===== config.mk =====
export PLATFORM = sky130hd
export DESIGN_NAME = lock_session_ctrl
export DESIGN_NICKNAME = d
export VERILOG_FILES = /design/src/rtl/lock_session_ctrl.sv
export SDC_FILE = /design/constraint.sdc
export NUM_CORES = 1
export LEC_CHECK = 0
export CAP_MARGIN = 20
export CELL_PAD_IN_SITES_DETAIL_PLACEMENT = 0
export CELL_PAD_IN_SITES_GLOBAL_PLACEMENT = 1
export CORE_MARGIN = 4
export CORE_UTILIZATION = 47
export DETAILED_ROUTE_END_ITERATION = 8
export PLACE_DENSITY_LB_ADDON = 0.1
export SYNTH_ARGS = -nofsm -noshare
export SYNTH_HDL_FRONTEND = slang
export SYNTH_SLANG_ARGS = --single-unit
export TNS_END_PERCENT = 5

===== constraint.sdc =====
create_clock -name i_clk -period 6.4 [get_ports i_clk]
set_input_delay 1.92 -clock i_clk [delete_from_list [all_inputs] [get_ports i_clk]]
set_output_delay 1.92 -clock i_clk [all_outputs]
set_load 0.005 [all_outputs]

===== src/rtl/lock_session_ctrl.sv =====
`default_nettype none
// ============================================================================
//  Module   : lock_session_ctrl
//  Purpose  : Session controller for the password lock datapath. Sequences
//             set-password and unlock sessions from keypad events, counts
//             digits, drives the register-chain strobes, and enforces a
//             fail counter with a timed lockout.
//  Revision : 1.0 - initial release
// ============================================================================
module lock_session_ctrl #(
  parameter int DIGITS        = 4,
  parameter int MAX_FAIL      = 3,
  parameter int OPEN_CYCLES   = 500,
  parameter int LOCK_CYCLES   = 1000,
  parameter int ENTRY_TIMEOUT = 2000
) (
  input  logic       i_clk,
  input  logic       i_rst_n,
  input  logic       i_key_valid,
  input  logic       i_enter,
  input  logic       i_mode,
  input  logic       i_aeqb,
  output logic       o_ld_save,
  output logic       o_ld_input,
  output logic       o_clr_input,
  output logic [2:0] o_digit_cnt,
  output logic [2:0] o_fail_cnt,
  output logic       o_pwd_valid,
  output logic       o_open,
  output logic       o_error,
  output logic       o_lockout
);

  localparam logic [2:0]  c_digits   = 3'(DIGITS);
  localparam logic [2:0]  c_max_fail = 3'(MAX_FAIL);
  localparam logic [15:0] c_open_tc  = 16'(OPEN_CYCLES - 1);
  localparam logic [15:0] c_lock_tc  = 16'(LOCK_CYCLES - 1);
  localparam logic [15:0] c_entry_tc = 16'(ENTRY_TIMEOUT - 1);

  typedef enum logic [2:0] {
    ST_IDLE         = 3'd0,
    ST_SET_ENTRY    = 3'd1,
    ST_SET_ERR      = 3'd2,
    ST_UNLOCK_ENTRY = 3'd3,
    ST_CHECK        = 3'd4,
    ST_OPEN         = 3'd5,
    ST_FAIL         = 3'd6,
    ST_LOCKED       = 3'd7
  } state_t;

  state_t      r_state;
  state_t      w_next;
  logic [15:0] r_timer;
  logic [2:0]  r_digit_cnt;
  logic [2:0]  r_fail_cnt;
  logic [2:0]  w_fail_inc;
  logic        r_pwd_valid;
  logic        r_clr_input;
  logic        r_open;
  logic        r_error;
  logic        r_lockout;
  logic        w_key;
  logic        w_full;
  logic        w_entry;
  logic        w_entry_to;
  logic        w_ld_save;
  logic        w_ld_input;

  // Next-state decision and Mealy load strobes; ENTER always masks a coincident key
  always_comb begin
    w_key      = i_key_valid & ~i_enter;
    w_full     = (r_digit_cnt == c_digits);
    w_entry    = (r_state == ST_SET_ENTRY) || (r_state == ST_UNLOCK_ENTRY);
    w_entry_to = w_entry && !i_key_valid && !i_enter && (r_timer == c_entry_tc);
    w_fail_inc = r_fail_cnt + 3'd1;
    w_next     = r_state;
    w_ld_save  = 1'b0;
    w_ld_input = 1'b0;
    case (r_state)
      ST_IDLE: begin
        if (w_key) begin
          if (!i_mode) begin
            w_next    = ST_SET_ENTRY;
            w_ld_save = 1'b1;
          end else if (r_pwd_valid) begin
            w_next     = ST_UNLOCK_ENTRY;
            w_ld_input = 1'b1;
          end
        end
      end
      ST_SET_ENTRY: begin
        if (i_enter)         w_next = w_full ? ST_IDLE : ST_SET_ERR;
        else if (w_entry_to) w_next = ST_IDLE;
        w_ld_save = w_key && !w_full;
      end
      ST_SET_ERR: w_next = ST_IDLE;
      ST_UNLOCK_ENTRY: begin
        if (i_enter)         w_next = w_full ? ST_CHECK : ST_FAIL;
        else if (w_entry_to) w_next = ST_IDLE;
        w_ld_input = w_key && !w_full;
      end
      ST_CHECK: w_next = i_aeqb ? ST_OPEN : ST_FAIL;
      ST_OPEN: begin
        if (r_timer == c_open_tc) w_next = ST_IDLE;
      end
      ST_FAIL: w_next = (w_fail_inc >= c_max_fail) ? ST_LOCKED : ST_IDLE;
      ST_LOCKED: begin
        if (r_timer == c_lock_tc) w_next = ST_IDLE;
      end
      default: w_next = ST_IDLE;
    endcase
  end

  // State, timer, counters and registered state-decode outputs
  always_ff @(posedge i_clk or negedge i_rst_n) begin
    if (!i_rst_n) begin
      r_state     <= ST_IDLE;
      r_timer     <= '0;
      r_digit_cnt <= '0;
      r_fail_cnt  <= '0;
      r_pwd_valid <= 1'b0;
      r_clr_input <= 1'b0;
      r_open      <= 1'b0;
      r_error     <= 1'b0;
      r_lockout   <= 1'b0;
    end else begin
      r_state <= w_next;

      // Any key inside an entry session restarts the idle window
      if ((w_next != r_state) || (w_entry && i_key_valid)) r_timer <= '0;
      else                                                r_timer <= r_timer + 16'd1;

      if ((w_next == ST_IDLE) && (r_state != ST_IDLE)) r_digit_cnt <= '0;
      else if (w_ld_save || w_ld_input)                 r_digit_cnt <= r_digit_cnt + 3'd1;

      if ((r_state == ST_CHECK) && i_aeqb)                      r_fail_cnt <= '0;
      else if (r_state == ST_FAIL)                              r_fail_cnt <= w_fail_inc;
      else if ((r_state == ST_LOCKED) && (w_next == ST_IDLE))   r_fail_cnt <= '0;

      // Leaving a set session: only a full-length ENTER commits the password
      if ((r_state == ST_SET_ENTRY) && (w_next != ST_SET_ENTRY))
        r_pwd_valid <= (w_next == ST_IDLE) && i_enter;

      r_clr_input <= (w_next == ST_IDLE) &&
                     ((r_state == ST_UNLOCK_ENTRY) || (r_state == ST_FAIL) ||
                      (r_state == ST_OPEN) || (r_state == ST_LOCKED));
      r_open      <= (w_next == ST_OPEN);
      r_error     <= (w_next == ST_SET_ERR) || (w_next == ST_FAIL);
      r_lockout   <= (w_next == ST_LOCKED);
    end
  end

  assign o_ld_save   = w_ld_save & i_rst_n;
  assign o_ld_input  = w_ld_input & i_rst_n;
  assign o_clr_input = r_clr_input;
  assign o_digit_cnt = r_digit_cnt;
  assign o_fail_cnt  = r_fail_cnt;
  assign o_pwd_valid = r_pwd_valid;
  assign o_open      = r_open;
  assign o_error     = r_error;
  assign o_lockout   = r_lockout;

endmodule
`default_nettype wire


# Word-level counts from Yosys, hierarchy flattened
# Index checks and enable logic that the tools add are counted.
# totals
regBits	30
input_bits	6
out_inout_bits	13
wordCells	86
# op_classes
add_sub_neg	3
magnitude_cmp	1
n_eq_ne	17
mux	26
bitwise	4
reduce_logical	26
# ops
op	count
2-to-1 mux 3 bit	14
equality test 3 bit, second input constant	8
case mux 3 bit (8 select lines)	1
adder 16 x 1 -> 16 bit, second input constant	1
equality test 16 x 10 -> 1 bit, second input constant	1
equality test 16 x 11 -> 1 bit, second input constant	1
equality test 16 x 9 -> 1 bit, second input constant	1
2-to-1 mux 16 bit	1
logical AND 1 bit	11
equality test 3 x 2 -> 1 bit, second input constant	3
logical OR 1 bit	7
adder 3 x 1 -> 3 bit, second input constant	2
logical NOT 3 bit	2
2-to-1 mux 2 bit	3
nonzero test 3 bit	2
2-to-1 mux 1 bit	5
case mux 1 bit (2 select lines)	2
AND 1 bit	3
equality test 3 x 1 -> 1 bit, second input constant	1
greater-or-equal comparator 3 x 2 -> 1 bit, second input constant	1
logical NOT 1 bit	3
!= test 3 x 1 -> 1 bit, second input constant	1
!= test 3 bit	1
nonzero test 2 bit	1
inverter 1 bit	1

# Longest topological paths before layout
# Gate-level depths: netlist (run 1).
# logic_depth
depth_word	13
depth_mapped	9

# Least setup slack after synthesis (run 1)
# No wires, ideal clock.
# synth_path
path_type	input to output
start	in i_enter
end	out o_ld_save
arrival_time_ns	2.602
t_required_ns	4.480
path_slack_ns	1.878
path_stages	4
path_cell_list	clkbuf_1 > nor2b_1 > nand3_1 > nor3_1
# synth_between
elab_chain_cells	5
# synth_lines
element	line	source
from (decl)	20	input logic i_enter,
inverter 1 bit *	71	w_key = i_key_valid & ~i_enter;
AND 1 bit *	71	
2-to-1 mux 1 bit or logical AND 1 bit (tied branches)	81, 94	
case mux 1 bit (2 select lines) *	79	case (r_state)
AND 1 bit *	153	assign o_ld_save = w_ld_save & i_rst_n;
to (decl)	23	output logic o_ld_save,
# Mark *: on every way between the ends. The rest lies on a longest branch, timed or not.

# Worst setup path after layout (run 1)
# Ends and elaborated chain as after synthesis.

==> impl_metrics.env, run 1 <==
export IMPL_clk_latency_ns=0.27
export IMPL_hp_start="r_timer[0]$_DFF_PN0_"
export IMPL_status="finished clean"
export IMPL_die_area_mm2=0.005086
export IMPL_endpoint_kind="primary output"
export IMPL_grt_pass1_wl_um=7093
export IMPL_hpwl_um=2986
export IMPL_grt_pass1_vias=1537
export IMPL_vias_per_cell=5.836
export IMPL_cts_buffer_depth=2
export IMPL_die_x_um=71.32
export IMPL_rsz0062_at_grt="no"
export IMPL_multiInputGateArea_mm2=0.001052
export IMPL_wirelength_um=4076
export IMPL_required_ns=4.48
export IMPL_num_antenna_cells=0
export IMPL_portBuffers=18
export IMPL_postCtsHoldBufs=0
export IMPL_async_reset_ff_frac=1.000
export IMPL_ir_drop_mv=0.2122
export IMPL_cts_buffers=5
export IMPL_core_area_mm2=0.003771
export IMPL_drt_iter0_drc=53
export IMPL_layout_commonest_cell="dfrtp_1"
export IMPL_grt_usage=0.1730
export IMPL_final_area_mm2=0.002187
export IMPL_worstHoldPathType="flop to flop"
export IMPL_min_to="r_timer[0]$_DFF_PN0_"
export IMPL_crit_path_max_fanout=9
export IMPL_syn_avg_cell_area_um2=9.663
export IMPL_place_area_mm2=0.002096
export IMPL_maxClockFrequency_ghz=0.1806
export IMPL_initial_utilization=0.4997
export IMPL_p_leak_nw=0.9638
export IMPL_grt_max_degree=31
export IMPL_cts_resized=0
export IMPL_arrival_ns=3.62
export IMPL_syn_cell_area_mm2=0.001884
export IMPL_syn_to_final_growth_pct=16.07
export IMPL_ys_warn_count=0
export IMPL_synth_edff_count=0
export IMPL_gp_congestion=0.8180
export IMPL_maxSlewViolCount=0
export IMPL_clock_skew_final_ns=0.002561
export IMPL_worst_pin_slew_ns=1.014
export IMPL_setup_viol=0
export IMPL_ys_flop_type="dfrtp_1"
export IMPL_power_density_mw_per_mm2=262.7
export IMPL_period_share=0.8650
export IMPL_cts_clk_slew_worst_paths_ns=0.06
export IMPL_netlist_instances=195
export IMPL_row_count=22
export IMPL_hold_depth=1
export IMPL_place_ws_ns=0.8903
export IMPL_post_cts_setup_buffers=0
export IMPL_antenna_left=0
export IMPL_worstSetupStartpointType="input pin"
export IMPL_cts_max_level=2
export IMPL_synthesis_nets=206
export IMPL_layout_drive_gt1_share=0.1121
export IMPL_post_route_util=0.5800
export IMPL_n_fill_cell=320
export IMPL_rr_worst_depth=7
export IMPL_rr_endpoint="r_timer[3]$_DFF_PN0_"
export IMPL_dr_pass1_iters=4
export IMPL_regArea_um2=750.7
export IMPL_regToRegSetupSlack_ns=3.63
export IMPL_rr_startpoint="o_fail_cnt[0]$_DFFE_PN0P_"
export IMPL_io_pins=19
export IMPL_cts_sinks=30
export IMPL_synth_cell_types=47
export IMPL_nets=224
export IMPL_cts_root_buf="clkbuf_8"
export IMPL_dieHeight_um=71.32
export IMPL_wire_per_inst_um=15.56
export IMPL_layout_common_cells="dfrtp_1 (30), nand2_1 (18), clkdlybuf4s50_1 (18)"
export IMPL_drv_cap=0
export IMPL_finalSetupTns_ns=0
export IMPL_layout_setup_ws_ns=0.8642
export IMPL_antenna_found_initial=0
export IMPL_cts_tree="yes"
export IMPL_vias=1529
export IMPL_finalHoldViolations=0
export IMPL_grt_overflow_total=0
export IMPL_fin_crit_ns=5.536
export IMPL_ys_ff_latch=30
export IMPL_path_class="input pin to primary output"
export IMPL_seq_area_frac_synth=0.3984
export IMPL_relSlewSlack=0.3237
export IMPL_drc=0
## worst max path at each step
stage | start | to | slack (ns)
2_1_floorplan | i_enter | o_ld_save | 1.88
3_3_place_gp | i_enter | o_ld_save | 0.92
3_5_place_dp | i_enter | o_ld_save | 0.89
4_1_cts | i_enter | o_ld_save | 0.88
5_1_grt | i_enter | o_ld_save | 0.77
6_report | i_enter | o_ld_save | 0.86
## per-stage QoR
stage	cells	hold slack, ns	total power [mW]
4_1_cts	262	0.5077	0.5809
6_report	262	0.5079	0.5747
5_1_grt	262	0.5211	0.6138
3_5_place_dp	254	0.4935	0.4240
3_3_place_gp	254	0.4910	0.4167
2_1_floorplan	195	0.4466	0.3627
## power breakdown
part / internal (mW) / switching [mW] / leakage (nW)
Sequential: 0.225 / 0.0464 / 0.376
Clock: 0.0866 / 0.0678 / 0.0482
Combinational: 0.0795 / 0.0698 / 0.540
Total: 0.391 / 0.184 / 0.964
## state kept, by name (all words and copies together) (netlist names)
signal       cells
o_error          1
r_timer         16
o_lockout        1
o_clr_input      1
o_fail_cnt       3
r_state          3
o_pwd_valid      1
o_digit_cnt      3
o_open           1
## kinds of logic after synthesis
logic type,share of synthesized area
and+or+nand+nor,0.3068
DFF,0.3984
xor gates and xnor gates,0.07902
AOI/OAI and AO/OA,0.1341
buffers and inverters,0.04316
muxes,0.005312
adders and majority gates,0.03320
## critical path: stages
cell and delay [ns]:
clkdlybuf4s50_1 0.55, nor2b_1 0.28, nand3_1 0.15, nor3_1 0.18, clkdlybuf4s50_1 0.53
## layer usage
layer	share of wire	GRT usage	vias to the layer above	routed length (um)
met3	0.035	0.03647	4	143
met5	0	0	-	0
met1	0.48	0.2304	751	1967
met2	0.47	0.2847	32	1923
met4	0.010	0.04802	0	42
li1	-	-	742	-
## cell usage after synthesis, types with 3 or more instances
| cell type | instances | share of area |
|---|---|---|
| nor2_1 | 16 | 0.032 |
| and2_1 | 4 | 0.013 |
| nor2b_1 | 4 | 0.013 |
| clkbuf_1 | 6 | 0.012 |
| nor3_1 | 4 | 0.011 |
| nor4_1 | 8 | 0.027 |
| xnor2_1 | 8 | 0.037 |
| and3_1 | 6 | 0.020 |
| nand3_1 | 7 | 0.019 |
| o21ai_0 | 7 | 0.019 |
| inv_1 | 10 | 0.020 |
| nor4_2 | 9 | 0.060 |
| dfrtp_1 | 30 | 0.40 |
| nand4_1 | 4 | 0.013 |
| nand2_1 | 18 | 0.036 |
| a21oi_1 | 5 | 0.013 |
| ha_1 | 5 | 0.033 |
| a31oi_1 | 3 | 0.010 |
| xor2_1 | 9 | 0.042 |
## cell type report
cell class	instances	share of cell area
multi-input cells	146	0.4811
inverters	10	0.01716
repair buffers	20	0.08924
clock inverters	1	0.002288
well taps	48	0.02746
flip-flops and latches	30	0.3432
clock buffers	7	0.03947
(Power assumes the default switching activity.)
==> run 2, diff against run 1 <==
--- a/config.mk
+++ b/config.mk
@@ -8,7 +8,6 @@
 export CAP_MARGIN = 20
 export CELL_PAD_IN_SITES_DETAIL_PLACEMENT = 0
 export CELL_PAD_IN_SITES_GLOBAL_PLACEMENT = 1
-export CORE_MARGIN = 4
 export CORE_UTILIZATION = 47
 export DETAILED_ROUTE_END_ITERATION = 8
 export PLACE_DENSITY_LB_ADDON = 0.1
==> run 2 against run 1 <==
Sequential power barely moved. Via count grew 2.2%. Cell area unchanged. Cell count unchanged. Global-route usage increased by 6.1 points. Critical path depth unchanged. Power grew 1.2%. Non-clock buffer count unchanged. Clock power is 3% higher. Register-to-register slack improved by 0.07 ns. Worst setup slack better by 0.035 ns. Combinational power hardly changed. Critical path type unchanged. Largest power group unchanged. Highest routed layer unchanged.
==> impl_metrics.env, run 2 (synthesized netlist as in run 1, its figures left out) <==
export IMPL_setup_viol=0
export IMPL_row_count=22
export IMPL_dieHeight_um=65.32
export IMPL_crit_path_max_fanout=9
export IMPL_num_antenna_cells=0
export IMPL_finalHoldViolations=0
export IMPL_io_pins=19
export IMPL_finalSetupTns_ns=0
export IMPL_wirelength_um=4346
export IMPL_cts_root_buf="clkbuf_8"
export IMPL_layout_drive_gt1_share=0.1121
export IMPL_endpoint_kind="primary output"
export IMPL_worst_pin_slew_ns=0.9774
export IMPL_rsz0062_at_grt="no"
export IMPL_wire_per_inst_um=16.59
export IMPL_p_leak_nw=0.9638
export IMPL_vias=1563
export IMPL_cts_buffer_depth=2
export IMPL_hpwl_um=2955
export IMPL_grt_usage=0.2345
export IMPL_antenna_left=0
export IMPL_grt_max_degree=31
export IMPL_grt_overflow_total=0
export IMPL_portBuffers=18
export IMPL_grt_pass1_vias=1567
export IMPL_drv_cap=0
export IMPL_ir_drop_mv=0.1815
export IMPL_layout_commonest_cell="dfrtp_1"
export IMPL_whs_ns=0.4898
export IMPL_cts_sinks=30
export IMPL_cts_clk_slew_worst_paths_ns=0.06
export IMPL_core_area_mm2=0.003744
export IMPL_regMostFlops="r_timer"
export IMPL_crit_buf_inv=2
export IMPL_layout_common_cells="dfrtp_1 (30), nand2_1 (18), clkdlybuf4s50_1 (18)"
export IMPL_vias_per_cell=5.966
export IMPL_fin_crit_ns=5.501
export IMPL_rr_startpoint="o_fail_cnt[0]$_DFFE_PN0P_"
export IMPL_cts_tree="yes"
export IMPL_regToRegSetupSlack_ns=3.70
export IMPL_maxClockFrequency_ghz=0.1818
export IMPL_worstSetupStartpointType="input pin"
export IMPL_dr_pass1_iters=4
export IMPL_arrival_ns=3.58
export IMPL_hold_depth=1
export IMPL_rr_endpoint="r_timer[5]$_DFF_PN0_"
export IMPL_clock_skew_final_ns=0.005681
export IMPL_clk_latency_ns=0.29
export IMPL_drc=0
export IMPL_crit_path_top_delay_cell="clkdlybuf4s50_1"
export IMPL_drt_iter0_drc=130
export IMPL_postCtsHoldBufs=0
export IMPL_rr_worst_depth=7
export IMPL_antenna_found_initial=0
export IMPL_period_share=0.8595
export IMPL_cts_resized=0
export IMPL_cts_max_level=2
export IMPL_cts_buffers=5
export IMPL_min_to="r_timer[0]$_DFF_PN0_"
export IMPL_gp_congestion=0.8309
export IMPL_hp_start="r_timer[0]$_DFF_PN0_"
export IMPL_crit_family="buffers and inverters"
export IMPL_path_depth=5
export IMPL_status="finished clean"
export IMPL_power_density_mw_per_mm2=266.0
export IMPL_largest_reg_flops=16
export IMPL_post_cts_setup_buffers=0
export IMPL_worstHoldPathType="flop to flop"
export IMPL_relSlewSlack=0.3484
export IMPL_path_class="input pin to primary output"
export IMPL_nets=224
export IMPL_crit_top_cell="clkdlybuf4s50_1"
export IMPL_cp_slowest_stage_delay_ns=0.54
export IMPL_die_x_um=65.32
export IMPL_path_cells="clkdlybuf4s50_1 -> nor2b_1 -> nand3_1 -> nor3_1 -> clkdlybuf4s50_1"
export IMPL_required_ns=4.48
export IMPL_grt_pass1_wl_um=7424
export IMPL_die_area_mm2=0.004266
export IMPL_initial_utilization=0.5033
export IMPL_maxSlewViolCount=0
export IMPL_syn_to_final_growth_pct=16.07
run 2: cell counts in the layout (fill, tap and decap cells not counted):
Identical to the previous run, type by type.
run 2: worst reg2reg max path, stage by stage (launching register included):
cell and delay [ns]:
dfrtp_1 0.43, ha_1 0.25, xor2_1 0.18, o311a_1 0.37, a311oi_4 0.36, inv_1 0.12
a21oi_2 0.73, nor4_1 0.11
run 2: layer usage:
layer	vias to the layer above	track usage	routed length [um]	share of wire
met5	-	0	0	0
met4	0	0.08696	70	0.016
met3	7	0.06250	223	0.051
met2	47	0.3776	2062	0.47
met1	765	0.3001	1989	0.46
li1	744	-	-	-
run 2: area by class of cell:
class                           instances  area (um2)
Timing Repair Buffer                   20       195.2
Fill cell                             355        1556
Tap cell                               48       60.06
Multi-Input combinational cell        146        1052
Inverter                               10       37.54
Sequential cell                        30       750.7
Clock buffer                            7       86.33
Clock inverter                          1       5.005
run 2: report_power, final:
group          leakage [nW]  switching [mW]  internal (mW)
combinational         0.540          0.0712         0.0796
sequential            0.376          0.0478          0.225
clock                0.0482          0.0720         0.0866
total                 0.964           0.191          0.391
run 2: worst max-delay path by stage:
stage | startpoint | endpoint | slack, ns
floorplan | i_enter | o_ld_save | 1.88
global placement | i_enter | o_ld_save | 0.93
detailed placement | i_enter | o_ld_save | 0.92
CTS | i_enter | o_ld_save | 0.92
global route | i_enter | o_ld_save | 0.76
finish | i_enter | o_ld_save | 0.90
run 2: per-stage QoR:
stage          cells  total power, mW    util  setup WS [ns]  instance area [um2]
2_1_floorplan    195           0.3627       -          1.878                 1884
3_3_place_gp     254           0.4166  0.5598         0.9317                 2096
3_5_place_dp     254           0.4248  0.5598         0.9169                 2096
4_1_cts          262           0.5869  0.5842         0.9164                 2187
5_1_grt          262           0.6167  0.5842         0.7576                 2187
6_report         262           0.5818  0.5842         0.8993                 2187
